## src/rtl/lb_pulse_maker_mc_if.sv

```systemverilog
// Bundle of per-channel inputs and outputs of the multi-channel pulse maker.
// The master side drives inputs and configuration, the slave side is the pulse maker.
interface lb_pulse_maker_mc_if #(
  parameter int unsigned CHANNELS = 8,
  parameter int unsigned FILTER_W = 4
);
  logic [CHANNELS-1:0]   signal_in;
  logic [2*CHANNELS-1:0] edge_mode;
  logic [FILTER_W-1:0]   filter_thresh;
  logic [CHANNELS-1:0]   flag_clr;
  logic [CHANNELS-1:0]   level;
  logic [CHANNELS-1:0]   pulse;
  logic [CHANNELS-1:0]   event_flag;
  logic                  any_event;

  modport master (
    output signal_in, edge_mode, filter_thresh, flag_clr,
    input  level, pulse, event_flag, any_event
  );

  modport slave (
    input  signal_in, edge_mode, filter_thresh, flag_clr,
    output level, pulse, event_flag, any_event
  );
endinterface

```

## src/rtl/lb_pulse_maker_mc.sv

```systemverilog
// Multi-channel edge-to-pulse generator: synchroniser, debounce filter,
// per-channel edge select, stretched pulse and sticky event flag per input.
module lb_pulse_maker_mc #(
  parameter int unsigned CHANNELS    = 8,
  parameter int unsigned SYNC_STAGES = 2,
  parameter int unsigned FILTER_W    = 4,
  parameter int unsigned PULSE_LEN   = 1
) (
  input  logic                clk,
  input  logic                reset,
  lb_pulse_maker_mc_if.slave  bus
);

  localparam int unsigned PC_W = (PULSE_LEN < 2) ? 1 : $clog2(PULSE_LEN + 1);

  logic [SYNC_STAGES-1:0][CHANNELS-1:0] sync_q, sync_d;
  logic [CHANNELS-1:0]                  lvl_q, lvl_d;
  logic [CHANNELS-1:0]                  lvl_dly_q, lvl_dly_d;
  logic [CHANNELS-1:0][FILTER_W-1:0]    cnt_q, cnt_d;
  logic [CHANNELS-1:0][PC_W-1:0]        pc_q, pc_d;
  logic [CHANNELS-1:0]                  pulse_q, pulse_d;
  logic [CHANNELS-1:0]                  flag_q, flag_d;

  logic [CHANNELS-1:0] s_c;
  logic [CHANNELS-1:0] rise_c;
  logic [CHANNELS-1:0] fall_c;
  logic [CHANNELS-1:0] ev_c;

  assign s_c    = sync_q[SYNC_STAGES-1];
  assign rise_c = lvl_q & ~lvl_dly_q;
  assign fall_c = ~lvl_q & lvl_dly_q;

  // Synchroniser chain; stage 0 captures the asynchronous input
  always_comb begin
    sync_d    = sync_q;
    sync_d[0] = bus.signal_in;
    for (int i = 1; i < int'(SYNC_STAGES); i++) begin
      sync_d[i] = sync_q[i-1];
    end
  end

  // Edge qualification by per-channel mode bits: [0] rise, [1] fall
  always_comb begin
    ev_c = '0;
    for (int c = 0; c < int'(CHANNELS); c++) begin
      ev_c[c] = (bus.edge_mode[2*c] & rise_c[c]) | (bus.edge_mode[2*c+1] & fall_c[c]);
    end
  end

  always_comb begin
    lvl_d     = lvl_q;
    lvl_dly_d = lvl_q;
    cnt_d     = cnt_q;
    pc_d      = pc_q;
    pulse_d   = pulse_q;
    flag_d    = flag_q;
    for (int c = 0; c < int'(CHANNELS); c++) begin
      // Debounce: level follows s only after T+1 consecutive differing cycles
      if (s_c[c] == lvl_q[c]) begin
        cnt_d[c] = '0;
      end else if (cnt_q[c] >= bus.filter_thresh) begin
        lvl_d[c] = s_c[c];
        cnt_d[c] = '0;
      end else begin
        cnt_d[c] = cnt_q[c] + FILTER_W'(1);
      end

      // Retrigger reloads the counter so back-to-back events never gap
      if (ev_c[c]) begin
        pc_d[c] = PC_W'(PULSE_LEN);
      end else if (pc_q[c] != '0) begin
        pc_d[c] = pc_q[c] - PC_W'(1);
      end
      pulse_d[c] = (pc_d[c] != '0);

      // Set has priority over a coincident clear
      flag_d[c] = ev_c[c] | (flag_q[c] & ~bus.flag_clr[c]);
    end
  end

  always_ff @(posedge clk) begin
    if (!reset) begin
      sync_q    <= '0;
      lvl_q     <= '0;
      lvl_dly_q <= '0;
      cnt_q     <= '0;
      pc_q      <= '0;
      pulse_q   <= '0;
      flag_q    <= '0;
    end else begin
      sync_q    <= sync_d;
      lvl_q     <= lvl_d;
      lvl_dly_q <= lvl_dly_d;
      cnt_q     <= cnt_d;
      pc_q      <= pc_d;
      pulse_q   <= pulse_d;
      flag_q    <= flag_d;
    end
  end

  assign bus.level      = lvl_q;
  assign bus.pulse      = pulse_q;
  assign bus.event_flag = flag_q;
  assign bus.any_event  = |flag_q;

endmodule

```

## src/flat_wrapper.sv

```systemverilog
// flat-port wrapper written by rule: the top's interface ports become plain ports
module lb_pulse_maker_mc_flat 
#(
  parameter int unsigned CHANNELS    = 8,
  parameter int unsigned SYNC_STAGES = 2,
  parameter int unsigned FILTER_W    = 4,
  parameter int unsigned PULSE_LEN   = 1
)
  (clk, reset, bus_signal_in, bus_edge_mode, bus_filter_thresh, bus_flag_clr, bus_level, bus_pulse, bus_event_flag, bus_any_event);
  lb_pulse_maker_mc_if #(.CHANNELS(CHANNELS), .FILTER_W(FILTER_W)) bus_i ();
  input  logic clk;
  input  logic reset;
  input wire logic [$bits(bus_i.signal_in)-1:0] bus_signal_in;
  input wire logic [$bits(bus_i.edge_mode)-1:0] bus_edge_mode;
  input wire logic [$bits(bus_i.filter_thresh)-1:0] bus_filter_thresh;
  input wire logic [$bits(bus_i.flag_clr)-1:0] bus_flag_clr;
  output wire logic [$bits(bus_i.level)-1:0] bus_level;
  output wire logic [$bits(bus_i.pulse)-1:0] bus_pulse;
  output wire logic [$bits(bus_i.event_flag)-1:0] bus_event_flag;
  output wire logic [$bits(bus_i.any_event)-1:0] bus_any_event;
  assign bus_i.signal_in = bus_signal_in;
  assign bus_i.edge_mode = bus_edge_mode;
  assign bus_i.filter_thresh = bus_filter_thresh;
  assign bus_i.flag_clr = bus_flag_clr;
  assign bus_level = bus_i.level;
  assign bus_pulse = bus_i.pulse;
  assign bus_event_flag = bus_i.event_flag;
  assign bus_any_event = bus_i.any_event;
  lb_pulse_maker_mc #(.CHANNELS(CHANNELS), .SYNC_STAGES(SYNC_STAGES), .FILTER_W(FILTER_W), .PULSE_LEN(PULSE_LEN)) u_core (.clk(clk), .reset(reset), .bus(bus_i));
endmodule
```

## config.mk

```make
export PLATFORM = sky130hd
export DESIGN_NAME = lb_pulse_maker_mc_flat
export DESIGN_NICKNAME = d
export VERILOG_FILES = /design/src/rtl/lb_pulse_maker_mc_if.sv /design/src/rtl/lb_pulse_maker_mc.sv /design/src/flat_wrapper.sv
export SDC_FILE = /design/constraint.sdc
export NUM_CORES = 1
export LEC_CHECK = 0
export CORE_MARGIN = 8
export CORE_UTILIZATION = 57
export DETAILED_ROUTE_END_ITERATION = 7
export PLACE_DENSITY = 0.95
export SETUP_SLACK_MARGIN = 0.02
export SYNTH_ARGS = -nofsm -noshare
export SYNTH_HDL_FRONTEND = slang
export SYNTH_SLANG_ARGS = --single-unit
```

## constraint.sdc

```tcl
create_clock -name clk -period 2.52 [get_ports clk]
set_clock_uncertainty 0.15 [all_clocks]
set_input_delay 0.504 -clock clk [delete_from_list [all_inputs] [get_ports clk]]
set_output_delay 0.504 -clock clk [all_outputs]
set_load 0.01 [all_outputs]
```

==> out/results.tsv <==
metric	value	unit
dpl.hpwl	5730	um
drtIter0Drc	61	
p_sw	0.562	mW
cp-end-kind	output port	
yosysTopAreaCellShare	0.438	
wire_per_inst	15.3	um
io_buffers	62	
drive_gt1_frac	0.0995	
worstSetupPathType	flip-flop to output port	
path_cells	nor4_1, nand2_1, clkdlybuf4s50_1	
p_per_area	558	nW/um2
cp_max_fo	3	
combPwrFrac	0.090	
wl	7640	um
finalNetCount	495	
cp_slowest_stage_delay	0.50	ns
grt_max_degree	30	
min_path_type	flip-flop to flip-flop	
finish.utilization	0.732	
grt_pass1_wl	12700	um
cts_root_buf	clkbuf_8	
syn_area	3660	um2
synth_commonest_cells	80 x dfxtp_1, 40 x ha_1, 40 x nor2_1	
first_pass_iters	4	
postCtsResizedCells	0	
synth_fp_nets	426	
hold_violations	0	
setup_viol	0	
grt_pass1_vias	2806	
gp_routability_congestion	0.762	
fin_crit	2.24	ns
power	2.56	mW
cts_buffers	9	
cts_buffer_depth	2	
synth.distinct_cells	21	
cts-hold-fix-buffers	0	
synth.most_common_cell	dfxtp_1	
status	finished clean	
synth-warning-count	0	
dpl-instance-area	4370	um2
clkTransAtPathRegs	0.08	ns
slew_violations	0	
synthArstFlopShare	0	
cts_tree	done	
postCtsSetupBuffers	0	
ys_seq_area_frac	0.438	
diodes	0	
synthCells	348	
vias	2647	
fin_crit_sh	0.887	
cp-start-kind	flip-flop	
max_freq	0.447	GHz
critPathTopFamily	buffers and inverters	
power.internal	2.00	mW
synth_ff_type	dfxtp_1	
rsz0062_at_grt	false	
rows	29	
antenna_left	0	
p_seq_frac	0.506	
initial_core_util	0.583	
grt_usage	0.179	
syn_avg_cell_area	10.5	um2
swShare	0.219	
synth_area_leaders	dfxtp_1 44%, ha_1 14%, a2111oi_4 6.0%	
clockPowerShare	0.404	
gr-total-overflow	0	
synth.largest_area_cell	dfxtp_1	
leakagePower	1.88	nW
boundaryPins	63	
worstPathRequired	1.87	ns
worst_pin_slew	0.486	ns
path_buf_inv	1	
clk_latency	0.35	ns
cts_sinks	80	
cap_viol_max_count	0	
synth_edf_count	0	
ir_drop	389	uV
die_x	96.1	um
areaGrowthSynthToFinish	25.5	%
ys_ff_latch	80	
fin_area	4590	um2
coreArea	6280	um2
worst_ep_arrival_time	1.58	ns
htreeDepth	3	
drt-vias-per-instance	5.30	
max_slew_margin	0.676	
cpMaxStageDelayCell	clkdlybuf4s50_1	
tns	0	ns
drc	0	
antenna_found_initial	0	
die-height	96.1	um
dieArea	9240	um2
[cell families after synthesis]
kind of cell	after synthesis	synth area share
buffers and inverters	25	0.0270
adder cells (fa/ha/maj)	40	0.137
AO/OA/AOI/OAI	56	0.159
AND/OR/NAND/NOR	123	0.182
XOR/XNOR	24	0.0575
flip-flops	80	0.438
[per-stage QoR]
step / worst slack, ns / std cells / hold slack (ns)
after floorplan: 0.762 / 348 / 0.262
after CTS: 0.260 / 499 / 0.288
after global placement: 0.0817 / 483 / 0.263
final: 0.284 / 499 / 0.284
after detailed placement: 0.00128 / 483 / 0.269
after global routing: 0.168 / 499 / 0.297
[placed cells by master, fill, tap and decap left out, types with 8 or more instances in the layout]
cell type,n
ha_1,40
o31ai_1,8
a2111oi_4,8
xnor2_1,8
nand3_1,8
o21bai_1,8
clkdlybuf4s50_1,61
clkbuf_8,10
nand2b_4,8
nand3b_1,8
o21ai_0,16
and2_1,32
o21a_1,8
nor2_1,40
xor2_1,16
o211ai_2,8
dfxtp_1,80
nand2_1,25
inv_1,19
[worst paths after layout]
| check | start | to | slack [ns] | depth (start not counted) |
|---|---|---|---|---|
| setup / recovery | u_core.bus.event_flag[4] | bus_any_event | 0.28 | 3 |
| hold / removal | u_core.sync_d[13] | u_core.s_c[5] | 0.28 | 1 |
| setup reg to reg | u_core.cnt_q[24] | u_core.cnt_q[27] | 0.68 | 6 |
| hold reg to reg | u_core.sync_d[13] | u_core.s_c[5] | 0.28 | 1 |
[routing by layer]
layer	vias up	global-route usage	wire (um)
li1	1316	-	-
met1	1253	0.196	3180
met2	60	0.317	3880
met3	18	0.0452	410
met4	0	0.0845	168
met5	-	0	0
[power groups by stage]
stage / logic [mW] / clock network (mW) / registers [mW]
global placement: 0.221 / 0 / 1.32
global route: 0.254 / 1.12 / 1.30
CTS: 0.235 / 1.05 / 1.30
finish: 0.232 / 1.03 / 1.30
floorplan: 0.136 / 0 / 1.32
detailed placement: 0.232 / 0 / 1.33
[worst reg2reg max path, delay by kind of cell, from the launching register on]
kind / cells / cell delay [ns]
compound gates: 2 / 0.58
fa+ha+maj: 1 / 0.27
buf+inv: 1 / 0.06
flops: 1 / 0.39
simple gates: 2 / 0.32
[layout make-up]
type / count / area (um2)
tap: 77 / 96.3
timing repair buffer: 64 / 643
inverter: 19 / 71.3
multi-input combinational: 243 / 1960
clock buffer: 11 / 141
sequential: 80 / 1600
clock inverter: 5 / 80.1
fill: 410 / 1690
[state kept, by name, summed over array words and instances, names as in the netlist]
register / cells
u_core.bus.event_flag: 8
u_core.bus.level: 8
u_core.bus.pulse: 7
u_core.cnt_q: 32
u_core.lvl_dly_q: 8
u_core.pc_q: 1
u_core.s_c: 8
u_core.sync_d: 8
Power figures use the tool's default switching activity.
